$ cat src/rtl/mem_port_arbiter.sv
// Memory-port arbiter for the WISC-S15 unified single-ported memory.
// Shares one memory between the instruction-fetch port and the data port,
// runs one access at a time for MEM_LAT cycles, and freezes the memory
// interface after HALT once the outstanding work has drained.
module mem_port_arbiter #(
  parameter int unsigned MEM_LAT = 4,
  parameter int unsigned ADDR_W  = 16,
  parameter int unsigned DATA_W  = 16
) (
  input  logic              clk,
  input  logic              rst_n,
  input  logic              if_req,
  input  logic [ADDR_W-1:0] if_addr,
  output logic [DATA_W-1:0] if_rdata,
  output logic              if_done,
  input  logic              d_req,
  input  logic              d_we,
  input  logic [ADDR_W-1:0] d_addr,
  input  logic [DATA_W-1:0] d_wdata,
  output logic [DATA_W-1:0] d_rdata,
  output logic              d_done,
  input  logic              halt,
  output logic              halted,
  output logic              mem_en,
  output logic              mem_we,
  output logic [ADDR_W-1:0] mem_addr,
  output logic [DATA_W-1:0] mem_wdata,
  input  logic [DATA_W-1:0] mem_rdata
);

  localparam logic [1:0] StIdle   = 2'd0;
  localparam logic [1:0] StBusyI  = 2'd1;
  localparam logic [1:0] StBusyD  = 2'd2;
  localparam logic [1:0] StHalted = 2'd3;

  // Counter loads with the full latency, so it equals Lat only in the mem_en cycle.
  localparam logic [3:0] Lat = 4'(MEM_LAT);

  logic [1:0]        state_q, state_d;
  logic [3:0]        cnt_q, cnt_d;
  logic              last_d_q, last_d_d;
  logic              halt_pend_q, halt_pend_d;
  logic              we_q, we_d;
  logic [ADDR_W-1:0] addr_q, addr_d;
  logic [DATA_W-1:0] wdata_q, wdata_d;
  logic [DATA_W-1:0] if_rdata_q, if_rdata_d;
  logic [DATA_W-1:0] d_rdata_q, d_rdata_d;
  logic              if_done_q, if_done_d;
  logic              d_done_q, d_done_d;

  logic if_ok, d_ok, grant_d, grant_i, busy;

  // Qualify requests and pick the winner in IDLE.
  always_comb begin
    // A request whose done pulse is high belongs to the access just finished.
    if_ok   = if_req & ~if_done_q & ~halt_pend_q;
    d_ok    = d_req & ~d_done_q;
    grant_d = (state_q == StIdle) & d_ok & (~if_ok | ~last_d_q);
    grant_i = (state_q == StIdle) & if_ok & ~grant_d;
  end

  // Next-state, holding-register and completion logic.
  always_comb begin
    state_d     = state_q;
    cnt_d       = cnt_q;
    last_d_d    = last_d_q;
    halt_pend_d = halt_pend_q | halt;
    we_d        = we_q;
    addr_d      = addr_q;
    wdata_d     = wdata_q;
    if_rdata_d  = if_rdata_q;
    d_rdata_d   = d_rdata_q;
    if_done_d   = 1'b0;
    d_done_d    = 1'b0;
    case (state_q)
      StIdle: begin
        if (grant_d) begin
          state_d  = StBusyD;
          addr_d   = d_addr;
          wdata_d  = d_wdata;
          we_d     = d_we;
          cnt_d    = Lat;
          last_d_d = 1'b1;
        end else if (grant_i) begin
          state_d  = StBusyI;
          addr_d   = if_addr;
          wdata_d  = '0;
          we_d     = 1'b0;
          cnt_d    = Lat;
          last_d_d = 1'b0;
        end else if (halt_pend_q) begin
          // Pending data work has drained; freeze until reset.
          state_d = StHalted;
        end
      end
      StBusyI, StBusyD: begin
        cnt_d = cnt_q - 4'd1;
        if (cnt_q == 4'd1) begin
          state_d = StIdle;
          if (state_q == StBusyI) begin
            if_rdata_d = mem_rdata;
            if_done_d  = 1'b1;
          end else begin
            if (!we_q) begin
              d_rdata_d = mem_rdata;
            end
            d_done_d = 1'b1;
          end
        end
      end
      default: ;
    endcase
  end

  // State registers with asynchronous reset that drops any in-flight access.
  always_ff @(posedge clk or negedge rst_n) begin
    if (!rst_n) begin
      state_q     <= StIdle;
      cnt_q       <= '0;
      last_d_q    <= 1'b0;
      halt_pend_q <= 1'b0;
      we_q        <= 1'b0;
      addr_q      <= '0;
      wdata_q     <= '0;
      if_rdata_q  <= '0;
      d_rdata_q   <= '0;
      if_done_q   <= 1'b0;
      d_done_q    <= 1'b0;
    end else begin
      state_q     <= state_d;
      cnt_q       <= cnt_d;
      last_d_q    <= last_d_d;
      halt_pend_q <= halt_pend_d;
      we_q        <= we_d;
      addr_q      <= addr_d;
      wdata_q     <= wdata_d;
      if_rdata_q  <= if_rdata_d;
      d_rdata_q   <= d_rdata_d;
      if_done_q   <= if_done_d;
      d_done_q    <= d_done_d;
    end
  end

  // Memory interface is a pure function of state so reset clears it at once.
  always_comb begin
    busy      = (state_q == StBusyI) | (state_q == StBusyD);
    mem_en    = busy & (cnt_q == Lat);
    mem_we    = mem_en & we_q;
    mem_addr  = busy ? addr_q : '0;
    mem_wdata = busy ? wdata_q : '0;
    halted    = (state_q == StHalted);
    if_rdata  = if_rdata_q;
    if_done   = if_done_q;
    d_rdata   = d_rdata_q;
    d_done    = d_done_q;
  end

endmodule

$ cat config.mk
export PLATFORM = sky130hd
export DESIGN_NAME = mem_port_arbiter
export DESIGN_NICKNAME = d
export VERILOG_FILES = /design/src/rtl/mem_port_arbiter.sv
export SDC_FILE = /design/constraint.sdc
export NUM_CORES = 1
export LEC_CHECK = 0
export CELL_PAD_IN_SITES_DETAIL_PLACEMENT = 1
export CELL_PAD_IN_SITES_GLOBAL_PLACEMENT = 1
export CORE_UTILIZATION = 36
export CTS_BUF_LIST = sky130_fd_sc_hd__clkbuf_8 sky130_fd_sc_hd__clkbuf_16
export CTS_CLUSTER_DIAMETER = 40
export CTS_CLUSTER_SIZE = 12
export DETAILED_ROUTE_END_ITERATION = 10
export PLACE_DENSITY_LB_ADDON = 0.05
export RECOVER_POWER = 25
export SLEW_MARGIN = 20
export SYNTH_ARGS = -nofsm -noshare
export SYNTH_HDL_FRONTEND = slang
export SYNTH_SLANG_ARGS = --single-unit
$ cat constraint.sdc
create_clock -name clk -period 5.95 [get_ports clk]
set_input_delay 0.595 -clock clk [delete_from_list [all_inputs] [get_ports clk]]
set_output_delay 0.595 -clock clk [all_outputs]
set_load 0.05 [all_outputs]
==> results.toml <==
[clocking]
cts_tree = "done"
post_cts_buffers = 0
cts.clk_slew.worst_paths_ns = 0.08
post_cts_resized = 0
h-tree-depth = 3
clockBufferDepth = 2
clock-sinks = 75
holdBufCountCts = 0
cts_root_buffer = "clkbuf_8"
numCtsBuffers = 9
clock_latency_ns = 0.34

[routing]
viasPerCell = 4.890
routedWlPerCell_um = 16.41
via_count = 2616
firstDrtPassIters = 4
route.detailed.drc = 0
ant_nets = 0
drt_iter0_drc = 63
wirelength_mm = 8.781

[placement]
portBuffers = 138
place.gp.congestion = 0.7092
pre_cts_ws_ns = 2.668
hpwl_mm = 6.274

[power]
power_density_nw_per_um2 = 647.9
p_int_uw = 1740
switching_share_pct = 47.61
seqPwrFrac_pct = 26.1
comb_power_share_pct = 60.2
pwr-share-clk_pct = 13.7
power_switching_uw = 1581
leakage_uw = 0.002301
max-vdd-ir-drop_mv = 0.2507

[sta]
worst_pin_slew_ns = 4.010
setup_viol = 0
fin_ws_ns = 2.055
rsz0062_at_grt = "no"
fin_setup_tns_ns = 0
final_max_slew_viol_count = 76
clock_skew_ns = 0.01302
max_slew_margin_pct = -167.4
min_period_ns = 3.895
fin_crit_sh_pct = 65.45
hold_viol = 0
fmax_mhz = 256.8

[worst_setup_path]
worstPathMaxFanout = 75
critPathKind = "in -> async"
rrSetupSlack_ns = 2.72
cpMaxStageDelayCell = "clkbuf_1"
rr_endpoint = "d_rdata[4]$_DFFE_PN0P_"
worstPathRequired_ns = 5.47
reg2reg_depth = 7
worst-path-buf-inv = 1
crit_path_end_kind = "async pin"
arrival_ns = 3.41
crit_cells = 1
r2r_start = "state_q[0]$_DFFE_PN0P_"
start_kind = "input pin"
critical_path.cell_chain = "clkbuf_1"
cp-endpoint = "cnt_q[2]$_DFFE_PN0P_"
critPathTopFamily = "buffers and inverters"
startpoint = "rst_n"
max_stage_delay_ns = 2.77

[final_layout]
drive_above_1_share_pct = 13.30
nNetsFinal = 478
diodes = 0
areaGrowthSynthToFinish_pct = 49.36
finalCoreUtilization_pct = 55.48

[die]
die_y_um = 99.64
row_count = 35
io_pins = 139
fp.dieW_um = 99.64
fp.coreArea_um2 = 9240
dieArea_um2 = 9928
initial_utilization_pct = 37.14

[global_route]
antenna_found_initial = 0
globalRoute.totalOverflow = 0
grt_max_degree = 76
grt_pass1_wl_mm = 14.39
grt_pass1_vias = 2730
track_usage_pct = 18.73

[synthesis]
synth_area_um2 = 3432
synthDistinctLibCells = 38
seq_area_frac_synth_pct = 54.68
ys_warn_count = 0
avgSynthCellArea_um2 = 12.85
synthCells = 267
ys_ff_latch = 75
syn_nets = 344

[job]
drv_cap = 1

[hold_path]
hold_class = "reg -> reg"

[status]
failed_checks = "max-capacitance violations, max-slew violations"
status = "finished with violations"
[cell type report]
cell class / count / area [um^2]
clock inverters: 6 / 95.09
repair buffers: 140 / 1390
clock buffers: 10 / 137.6
multi-input cells: 170 / 1446
well taps: 129 / 161.4
fillers: 974 / 4114
inverters: 5 / 18.77
flip-flops and latches: 75 / 1877
[kinds of logic (layout without fill, tap and decap cells)]
kind of cell,count (synthesis),after routing,share of synthesized area (%)
mux,32,32,11.59
xor+xnor,1,1,0.2552
simple gates,62,62,11.74
flops,75,75,54.68
buf+inv,22,161,3.390
compound gates,68,68,15.79
fa+ha+maj,7,7,2.552
[power by group through the flow]
stage	Sequential [uW]	Combinational (uW)	Clock, uW
detailed placement	876	2020	0
CTS	868	2020	470
finish	866	2000	454
global placement	864	1990	0
floorplan	1170	1060	0
global route	900	2120	489
[routing by layer]
metal	part of all wire, %	global-route usage (%)
met3	5.5	4.006
met5	0	0
met4	1.2	6.109
met1	46	24.95
met2	48	30.45
[metrics by stage]
step                      power [uW]  area [um^2]  std cells  hold slack [ns]
final                           3321         5126        535           0.4750
after global routing            3511         5126        535           0.4900
after CTS                       3362         5130        535           0.4401
after detailed placement        2894         4897        519           0.4617
after global placement          2858         4897        519           0.4505
after floorplan                 2228         3432        267           0.2994
[Yosys cell counts, drive strengths merged]
master | n | share of area (%)
nor2 | 3 | 0.55
nor4bb | 1 | 0.29
and2 | 35 | 6.4
o221ai | 1 | 0.26
mux2 | 32 | 12
nand3b | 4 | 0.87
nor3b | 2 | 0.58
nand3 | 2 | 0.29
inv | 5 | 0.55
a22o | 34 | 8.7
ha | 7 | 2.6
o22ai | 2 | 0.36
or2 | 1 | 0.18
a21boi | 3 | 0.66
buf | 8 | 1.9
dfrtp | 75 | 55
o21ai | 2 | 0.29
a31oi | 3 | 0.55
and4b | 1 | 0.29
o211a | 1 | 0.29
clkbuf | 9 | 0.98
xnor2 | 1 | 0.26
nand2b | 2 | 0.36
a21oi | 3 | 0.55
nand4b | 1 | 0.26
o211ai | 1 | 0.22
or3b | 2 | 0.51
nor3 | 2 | 0.29
a21o | 18 | 3.9
nand2 | 4 | 0.44
and2b | 2 | 0.44
[worst min-delay path by stage]
stage	startpoint	end	depth (start not counted)
floorplan	rst_n	addr_q[0]$_DFFE_PN0P_	0
global placement	addr_q[15]$_DFFE_PN0P_	addr_q[15]$_DFFE_PN0P_	1
detailed placement	addr_q[4]$_DFFE_PN0P_	addr_q[4]$_DFFE_PN0P_	1
CTS	rst_n	if_rdata[2]$_DFFE_PN0P_	1
global route	addr_q[14]$_DFFE_PN0P_	addr_q[14]$_DFFE_PN0P_	1
finish	addr_q[9]$_DFFE_PN0P_	addr_q[9]$_DFFE_PN0P_	1
[sequential cells by signal, summed over array words and instances, names as in the netlist]
signal and cells:
d_done 1, addr_q 16, if_done 1, halt_pend_q 1, last_d_q 1, if_rdata 16, we_q 1, wdata_q 16
cnt_q 4, d_rdata 16, state_q 2
[cells in the final DEF (no fill, tap or decap), types with 2 or more instances in the layout]
cell type,instances
nand3_1,2
nand2_1,4
nand2b_1,2
mux2_4,10
o22ai_1,2
a21o_1,18
a21boi_0,3
or3b_1,2
inv_6,2
nor2_1,2
and2b_1,2
bufinv_16,2
nand3b_1,4
clkdlybuf4s50_1,136
inv_1,5
dfrtp_1,75
and2_1,35
a31oi_1,3
ha_1,7
a21oi_1,2
buf_4,2
clkinv_4,2
nor3_1,2
clkbuf_8,10
mux2_2,22
o21ai_0,2
a22o_1,34
Power figures use the tool's default switching activity.
